==> src/rtl/uart_pkg.sv <==
// Shared types and helpers for the UART receive path.
package uart_pkg;

  typedef enum logic [1:0] {
    PAR_NONE = 2'd0,
    PAR_ODD  = 2'd1,
    PAR_EVEN = 2'd2
  } parity_t;

  typedef enum logic [2:0] {
    IDLE,
    START,
    DATA,
    PARITY,
    STOP,
    BREAK_WAIT
  } rx_state_t;

  typedef struct packed {
    logic parity_err;
    logic frame_err;
  } rx_status_t;

  // Clocks per oversample tick, integer-truncated.
  function automatic int calc_div(input int clk_hz, input int baud, input int os);
    return clk_hz / (baud * os);
  endfunction

endpackage

==> src/rtl/uart_baud_tick.sv <==
// Free-running prescaler: one-cycle tick every DIV clocks.
module uart_baud_tick #(
  parameter int DIV = 4
) (
  input  logic clk_in,
  input  logic rst_n_in,
  output logic tick_out
);

  localparam int CW = (DIV > 1) ? $clog2(DIV) : 1;
  localparam logic [CW-1:0] LAST = CW'(DIV - 1);

  logic [CW-1:0] cnt;

  // Count 0..DIV-1 and wrap.
  always_ff @(posedge clk_in or negedge rst_n_in) begin
    if (!rst_n_in)        cnt <= '0;
    else if (cnt == LAST) cnt <= '0;
    else                  cnt <= cnt + 1'b1;
  end

  assign tick_out = (cnt == LAST);

endmodule

==> src/rtl/uart_rx_core.sv <==
// UART receive engine with held ready/valid output and error flags.
// Optional macro UART_RX_MAJORITY_EN: 2-of-3 majority vote around mid-bit.
module uart_rx_core
  import uart_pkg::*;
#(
  parameter int INPUT_CLOCK_FREQ = 100_000_000,
  parameter int BAUD_RATE        = 115200,
  parameter int OVERSAMPLE       = 16,
  parameter int DATA_BITS        = 8,
  parameter int PARITY           = 0,
  parameter int STOP_BITS        = 1
) (
  input  logic                 clk_in,
  input  logic                 rst_n_in,
  input  logic                 rx_wire_in,
  input  logic                 data_ready_in,
  output logic                 data_valid_out,
  output logic [DATA_BITS-1:0] data_out,
  output logic                 parity_err_out,
  output logic                 frame_err_out,
  output logic                 overrun_err_out,
  output logic                 break_out
);

  localparam int DIV = calc_div(INPUT_CLOCK_FREQ, BAUD_RATE, OVERSAMPLE);
  localparam int SCW = $clog2(OVERSAMPLE);
  localparam logic [SCW-1:0] MID  = SCW'(OVERSAMPLE / 2);
  localparam logic [SCW-1:0] LAST = SCW'(OVERSAMPLE - 1);
`ifdef UART_RX_MAJORITY_EN
  localparam logic [SCW-1:0] DEC = SCW'(OVERSAMPLE / 2 + 1);
`else
  localparam logic [SCW-1:0] DEC = MID;
`endif
  localparam parity_t PMODE = parity_t'(PARITY);

  if (DIV < 2 || !(OVERSAMPLE == 8 || OVERSAMPLE == 16) ||
      DATA_BITS < 5 || DATA_BITS > 9 || PARITY < 0 || PARITY > 2 ||
      STOP_BITS < 1 || STOP_BITS > 2) begin : g_param_check
    $error("uart_rx_core: illegal parameter combination");
  end

  logic                 tick;
  logic                 sync1, sync2;
  rx_state_t            state, state_nx;
  logic [SCW-1:0]       scnt, scnt_nx;
  logic [3:0]           bidx, bidx_nx;
  logic                 sidx, sidx_nx;
  logic                 frame_flag, frame_nx;
  logic [DATA_BITS-1:0] shreg, shreg_nx;
  logic                 par_bit, par_nx;
  logic                 take, bit_val, exp_par;
  logic                 deliver, brk_evt;
  rx_status_t           status_q, status_nx;

  uart_baud_tick #(.DIV(DIV)) u_tick (
    .clk_in   (clk_in),
    .rst_n_in (rst_n_in),
    .tick_out (tick)
  );

  // Two-flop synchroniser, idles high.
  always_ff @(posedge clk_in or negedge rst_n_in) begin
    if (!rst_n_in) begin
      sync1 <= 1'b1;
      sync2 <= 1'b1;
    end else begin
      sync1 <= rx_wire_in;
      sync2 <= sync1;
    end
  end

`ifdef UART_RX_MAJORITY_EN
  logic maj0, maj1;

  // Capture the two samples that precede the decision tick.
  always_ff @(posedge clk_in) begin
    if (tick && scnt == MID - 1'b1) maj0 <= sync2;
    if (tick && scnt == MID)        maj1 <= sync2;
  end

  assign bit_val = (maj0 & maj1) | (maj0 & sync2) | (maj1 & sync2);
`else
  assign bit_val = sync2;
`endif

  assign take = tick && (scnt == DEC);

  // FSM control registers.
  always_ff @(posedge clk_in or negedge rst_n_in) begin
    if (!rst_n_in) begin
      state      <= IDLE;
      scnt       <= '0;
      bidx       <= '0;
      sidx       <= 1'b0;
      frame_flag <= 1'b0;
    end else begin
      state      <= state_nx;
      scnt       <= scnt_nx;
      bidx       <= bidx_nx;
      sidx       <= sidx_nx;
      frame_flag <= frame_nx;
    end
  end

  // Datapath registers; content is always rebuilt before it is used.
  always_ff @(posedge clk_in) begin
    shreg   <= shreg_nx;
    par_bit <= par_nx;
  end

  // Next-state, bit sampling and delivery/break decisions.
  always_comb begin
    state_nx  = state;
    scnt_nx   = scnt;
    bidx_nx   = bidx;
    sidx_nx   = sidx;
    frame_nx  = frame_flag;
    shreg_nx  = shreg;
    par_nx    = par_bit;
    deliver   = 1'b0;
    brk_evt   = 1'b0;
    exp_par   = (PMODE == PAR_ODD) ? ~(^shreg) : ^shreg;
    status_nx = '0;
    if (tick && state != IDLE) scnt_nx = (scnt == LAST) ? '0 : scnt + 1'b1;
    case (state)
      IDLE: begin
        if (tick && !sync2) begin
          state_nx = START;
          scnt_nx  = '0;
        end
      end
      START: begin
        if (take) begin
          if (bit_val) state_nx = IDLE;
          else begin
            state_nx = DATA;
            bidx_nx  = '0;
            frame_nx = 1'b0;
          end
        end
      end
      DATA: begin
        if (take) begin
          shreg_nx = {bit_val, shreg[DATA_BITS-1:1]};
          bidx_nx  = bidx + 4'd1;
          if (bidx == 4'(DATA_BITS - 1)) begin
            sidx_nx  = 1'b0;
            state_nx = (PMODE == PAR_NONE) ? STOP : uart_pkg::PARITY;
          end
        end
      end
      uart_pkg::PARITY: begin
        if (take) begin
          par_nx   = bit_val;
          state_nx = STOP;
        end
      end
      STOP: begin
        if (take) begin
          frame_nx = frame_flag | ~bit_val;
          sidx_nx  = sidx + 1'b1;
          if (sidx == 1'(STOP_BITS - 1)) begin
            if (shreg == '0 && (PMODE == PAR_NONE || !par_bit) && frame_nx) begin
              brk_evt  = 1'b1;
              state_nx = BREAK_WAIT;
            end else begin
              deliver  = 1'b1;
              state_nx = IDLE;
            end
          end
        end
      end
      BREAK_WAIT: begin
        if (tick && sync2) state_nx = IDLE;
      end
      default: state_nx = IDLE;
    endcase
    status_nx.parity_err = (PMODE != PAR_NONE) && (par_bit != exp_par);
    status_nx.frame_err  = frame_nx;
  end

  // Held-output handshake with overrun and break pulses.
  always_ff @(posedge clk_in or negedge rst_n_in) begin
    if (!rst_n_in) begin
      data_valid_out  <= 1'b0;
      data_out        <= '0;
      status_q        <= '0;
      overrun_err_out <= 1'b0;
      break_out       <= 1'b0;
    end else begin
      overrun_err_out <= 1'b0;
      break_out       <= brk_evt;
      if (deliver) begin
        if (data_valid_out && !data_ready_in) begin
          overrun_err_out <= 1'b1;
        end else begin
          data_out       <= shreg;
          status_q       <= status_nx;
          data_valid_out <= 1'b1;
        end
      end else if (data_ready_in) begin
        data_valid_out <= 1'b0;
      end
    end
  end

  assign parity_err_out = status_q.parity_err;
  assign frame_err_out  = status_q.frame_err;

endmodule
==> config.mk <==
export PLATFORM = sky130hd
export DESIGN_NAME = uart_rx_core
export DESIGN_NICKNAME = d
export VERILOG_FILES = /design/src/rtl/uart_pkg.sv /design/src/rtl/uart_baud_tick.sv /design/src/rtl/uart_rx_core.sv
export SDC_FILE = /design/constraint.sdc
export NUM_CORES = 1
export LEC_CHECK = 0
export BUFFER_PORTS_ARGS = -buffer_cell sky130_fd_sc_hd__buf_2
export CAP_MARGIN = 40
export CORE_MARGIN = 1
export CORE_UTILIZATION = 62
export CTS_CLUSTER_SIZE = 10
export DETAILED_ROUTE_END_ITERATION = 8
export PLACE_DENSITY = 0.83
export REMOVE_ABC_BUFFERS = 1
export SLEW_MARGIN = 20
export SYNTH_ARGS = -nofsm -noshare
export SYNTH_HDL_FRONTEND = slang
export SYNTH_SLANG_ARGS = --single-unit
==> constraint.sdc <==
create_clock -name clk_in -period 3 [get_ports clk_in]
set_input_delay 0.45 -clock clk_in [delete_from_list [all_inputs] [get_ports clk_in]]
set_output_delay 0.45 -clock clk_in [all_outputs]
set_load 0.01 [all_outputs]
==> results.json <==
{
  "numPortBuffers": 15,
  "dr.pass1.iters": 8,
  "start_util_pct": 66.7,
  "cp_max_fo": 10,
  "hold_path.class": "in2async",
  "register_area_um2": 1070,
  "cts_resized": 0,
  "fmax_mhz": 514,
  "hold_buffers": 0,
  "outcome": "complete, but fails checks",
  "wl_per_cell_um": 16.7,
  "via_count": 1252,
  "netlist_instances": 151,
  "area_growth_pct": 9.88,
  "post_cts_buffers": 0,
  "grt_pass1_wl_um": 5630,
  "drt_iter0_drc": 46,
  "gp_congestion": 0.894,
  "critPathLaunchType": "flop",
  "hold_viol_final": 0,
  "overflow": 0,
  "end_kind": "flop",
  "routed_wl_um": 3330,
  "r2r_slack_ps": 1060,
  "reg2reg_from": "u_tick.cnt[1]",
  "max_cap_violations": 0,
  "r2r-end": "scnt[0]",
  "clk_pin_slew_worst_paths_ps": 130,
  "comb_power_share_pct": 1.1,
  "syn_area_um2": 1890,
  "nets": 177,
  "ys.flop_type": "dfrtp_1",
  "final.setup.tns_ps": 0,
  "rsz0062_at_grt": "false",
  "yosys_warnings": 0,
  "fin_ws_ps": 1060,
  "placed_cells": 192,
  "fin_cells": 200,
  "cts.sinks": 41,
  "grt_usage_pct": 23.2,
  "violations": "design-rule violations",
  "ir_drop_uv": 436,
  "fillers": 190,
  "p_sw_share_pct": 19.5,
  "synth_area_per_cell_um2": 12.5,
  "worstSetupPathType": "reg2reg",
  "ys_types": 49,
  "hpwl_um": 2380,
  "intPower_w": 0.000832,
  "power.switching_w": 0.000202,
  "h-tree-depth": 2,
  "relSlewSlack_pct": 52.5,
  "drive_gt1_share_pct": 26.0,
  "std_cell_rows": 19,
  "synth_edf_count": 8,
  "arrival_ps": 2200,
  "cts_tree": "yes",
  "total_leakage_power_nw": 0.912,
  "p_seq_share_pct": 55.1,
  "clockBufferDepth": 2,
  "r2r_cells": 6,
  "power_frac_clock_pct": 43.8,
  "pre_cts_slack_ps": 1050,
  "setup_viol": 0,
  "die_area_um2": 3270,
  "multi_input_area_um2": 769,
  "synth_seq_area_share_pct": 56.6,
  "clock_latency_ps": 360,
  "die_y_um": 57.2,
  "cts_made_buffers": 5,
  "period_needed_ps": 1940,
  "postRouteAntennaNets": 0,
  "synthArstFlopShare_pct": 80.5,
  "antenna_found_initial": 0,
  "io_pins": 17,
  "slew_violations": 0,
  "die_w_um": 57.2,
  "power.density_nw_per_um2": 499,
  "diodes": 0,
  "worst_pin_slew_ps": 708,
  "skew_ps": 7.25,
  "vias_per_cell": 6.26,
  "grt_max_degree": 34,
  "core-area_um2": 2830,
  "cp.required_ps": 3260,
  "route.detailed.drc": 2,
  "synth-seq-cells": 41,
  "root_buffer": "clkbuf_4",
  "post-route-period-util_pct": 64.8,
  "grt_pass1_vias": 1180
}
how the worst max path moves through the flow:
stage,startpoint,endpoint
2_1_floorplan,scnt[0],data_out[0]
3_3_place_gp,state[2],state[1]
3_5_place_dp,u_tick.cnt[1],scnt[0]
4_1_cts,u_tick.cnt[1],scnt[0]
5_1_grt,u_tick.cnt[1],scnt[0]
6_report,u_tick.cnt[1],scnt[0]
worst max-delay path: stages, from the launching register on:
cell and delay [ps]:
dfrtp_1 420, inv_1 60, ha_1 200, nand2_1 120, nor3_2 510, nand2_1 230, a22o_1 300
placed cells by master (no fill, tap or decap), drive strengths merged, types with 3 or more instances in the layout:
| master | count |
|---|---|
| ha | 5 |
| nor2 | 10 |
| nor3 | 4 |
| nand2 | 10 |
| a21oi | 3 |
| dfrtp | 31 |
| nor4 | 5 |
| inv | 5 |
| o31ai | 5 |
| mux2 | 11 |
| a22o | 3 |
| buf | 15 |
| nor2b | 4 |
| o21ai | 6 |
| edfxtp | 8 |
| clkbuf | 5 |
cells by family (layout without fill, tap and decap cells):
logic type | Yosys count | after routing | share of synthesized area [%]
AOI/OAI and AO/OA | 29 | 29 | 11.1
and+or+nand+nor | 51 | 51 | 17.8
buffers and inverters | 9 | 27 | 2.59
DFF | 41 | 41 | 56.6
other | 1 | 1 | 0.199
xor gates and xnor gates | 4 | 4 | 1.86
muxes | 11 | 11 | 6.57
adders and majority gates | 5 | 5 | 3.32
power by group through the flow:
| stage | clock, W | sequential, W | combinational [W] |
|---|---|---|---|
| finish | 0.000453 | 0.000570 | 0.0000113 |
| floorplan | 0 | 0.000580 | 0.00000145 |
| detailed placement | 0 | 0.000581 | 0.0000120 |
| global placement | 0 | 0.000581 | 0.0000117 |
| global route | 0.000484 | 0.000570 | 0.0000135 |
| CTS | 0.000457 | 0.000570 | 0.0000120 |
registers in the layout (all words and copies together), names as in the netlist:
| signal | flops |
|---|---|
| bidx | 4 |
| bit_val | 1 |
| break_out | 1 |
| data_out | 8 |
| data_valid_out | 1 |
| frame_err_out | 1 |
| frame_flag | 1 |
| overrun_err_out | 1 |
| scnt | 4 |
| shreg | 8 |
| sidx | 1 |
| state | 3 |
| sync1 | 1 |
| u_tick.cnt | 6 |
through the flow:
stage	instance area (um^2)	util [%]	power, W	hold slack (ps)
finish	2070	73.3	0.00103	123
global route	2070	73.3	0.00107	149
CTS	2070	73.3	0.00104	143
detailed placement	1970	69.5	0.000593	348
global placement	1970	69.5	0.000592	347
floorplan	1850	-	0.000582	154
cells in the mapped netlist, types with 2 or more instances:
| cell type | instances | area (um^2) |
|---|---|---|
| dfrtp_1 | 31 | 776 |
| mux2_2 | 11 | 124 |
| nand2_1 | 10 | 37.5 |
| nor2_1 | 10 | 37.5 |
| edfxtp_1 | 8 | 240 |
| o21ai_0 | 6 | 30.0 |
| ha_1 | 5 | 62.6 |
| nor4_1 | 5 | 31.3 |
| inv_1 | 4 | 15.0 |
| nor2b_1 | 4 | 25.0 |
| o31ai_1 | 4 | 30.0 |
| a21oi_1 | 3 | 15.0 |
| a22o_1 | 3 | 26.3 |
| and2_1 | 2 | 12.5 |
| buf_2 | 2 | 10.0 |
| dfstp_2 | 2 | 52.6 |
| nand2b_1 | 2 | 12.5 |
| nand3_1 | 2 | 10.0 |
| nand4b_4 | 2 | 47.6 |
| nor3_1 | 2 | 10.0 |
| nor3_2 | 2 | 20.0 |
| o2bb2ai_1 | 2 | 17.5 |
| xnor2_1 | 2 | 17.5 |
| xor2_1 | 2 | 17.5 |
layer usage:
layer	GRT usage, %	vias up	wire length, um
li1	-	592	-
met1	32.7	617	1540
met2	35.3	37	1590
met3	7.48	6	166
met4	6.27	0	39
met5	0	-	0
layout make-up:
type / count / share of cell area (%)
clock buffers: 5 / 1.81
clock inverters: 3 / 3.32
multi-input cells: 101 / 37.1
flip-flops and latches: 41 / 51.5
inverters: 4 / 0.724
repair buffers: 15 / 3.62
well taps: 31 / 1.87
Power figures use the tool's default switching activity.
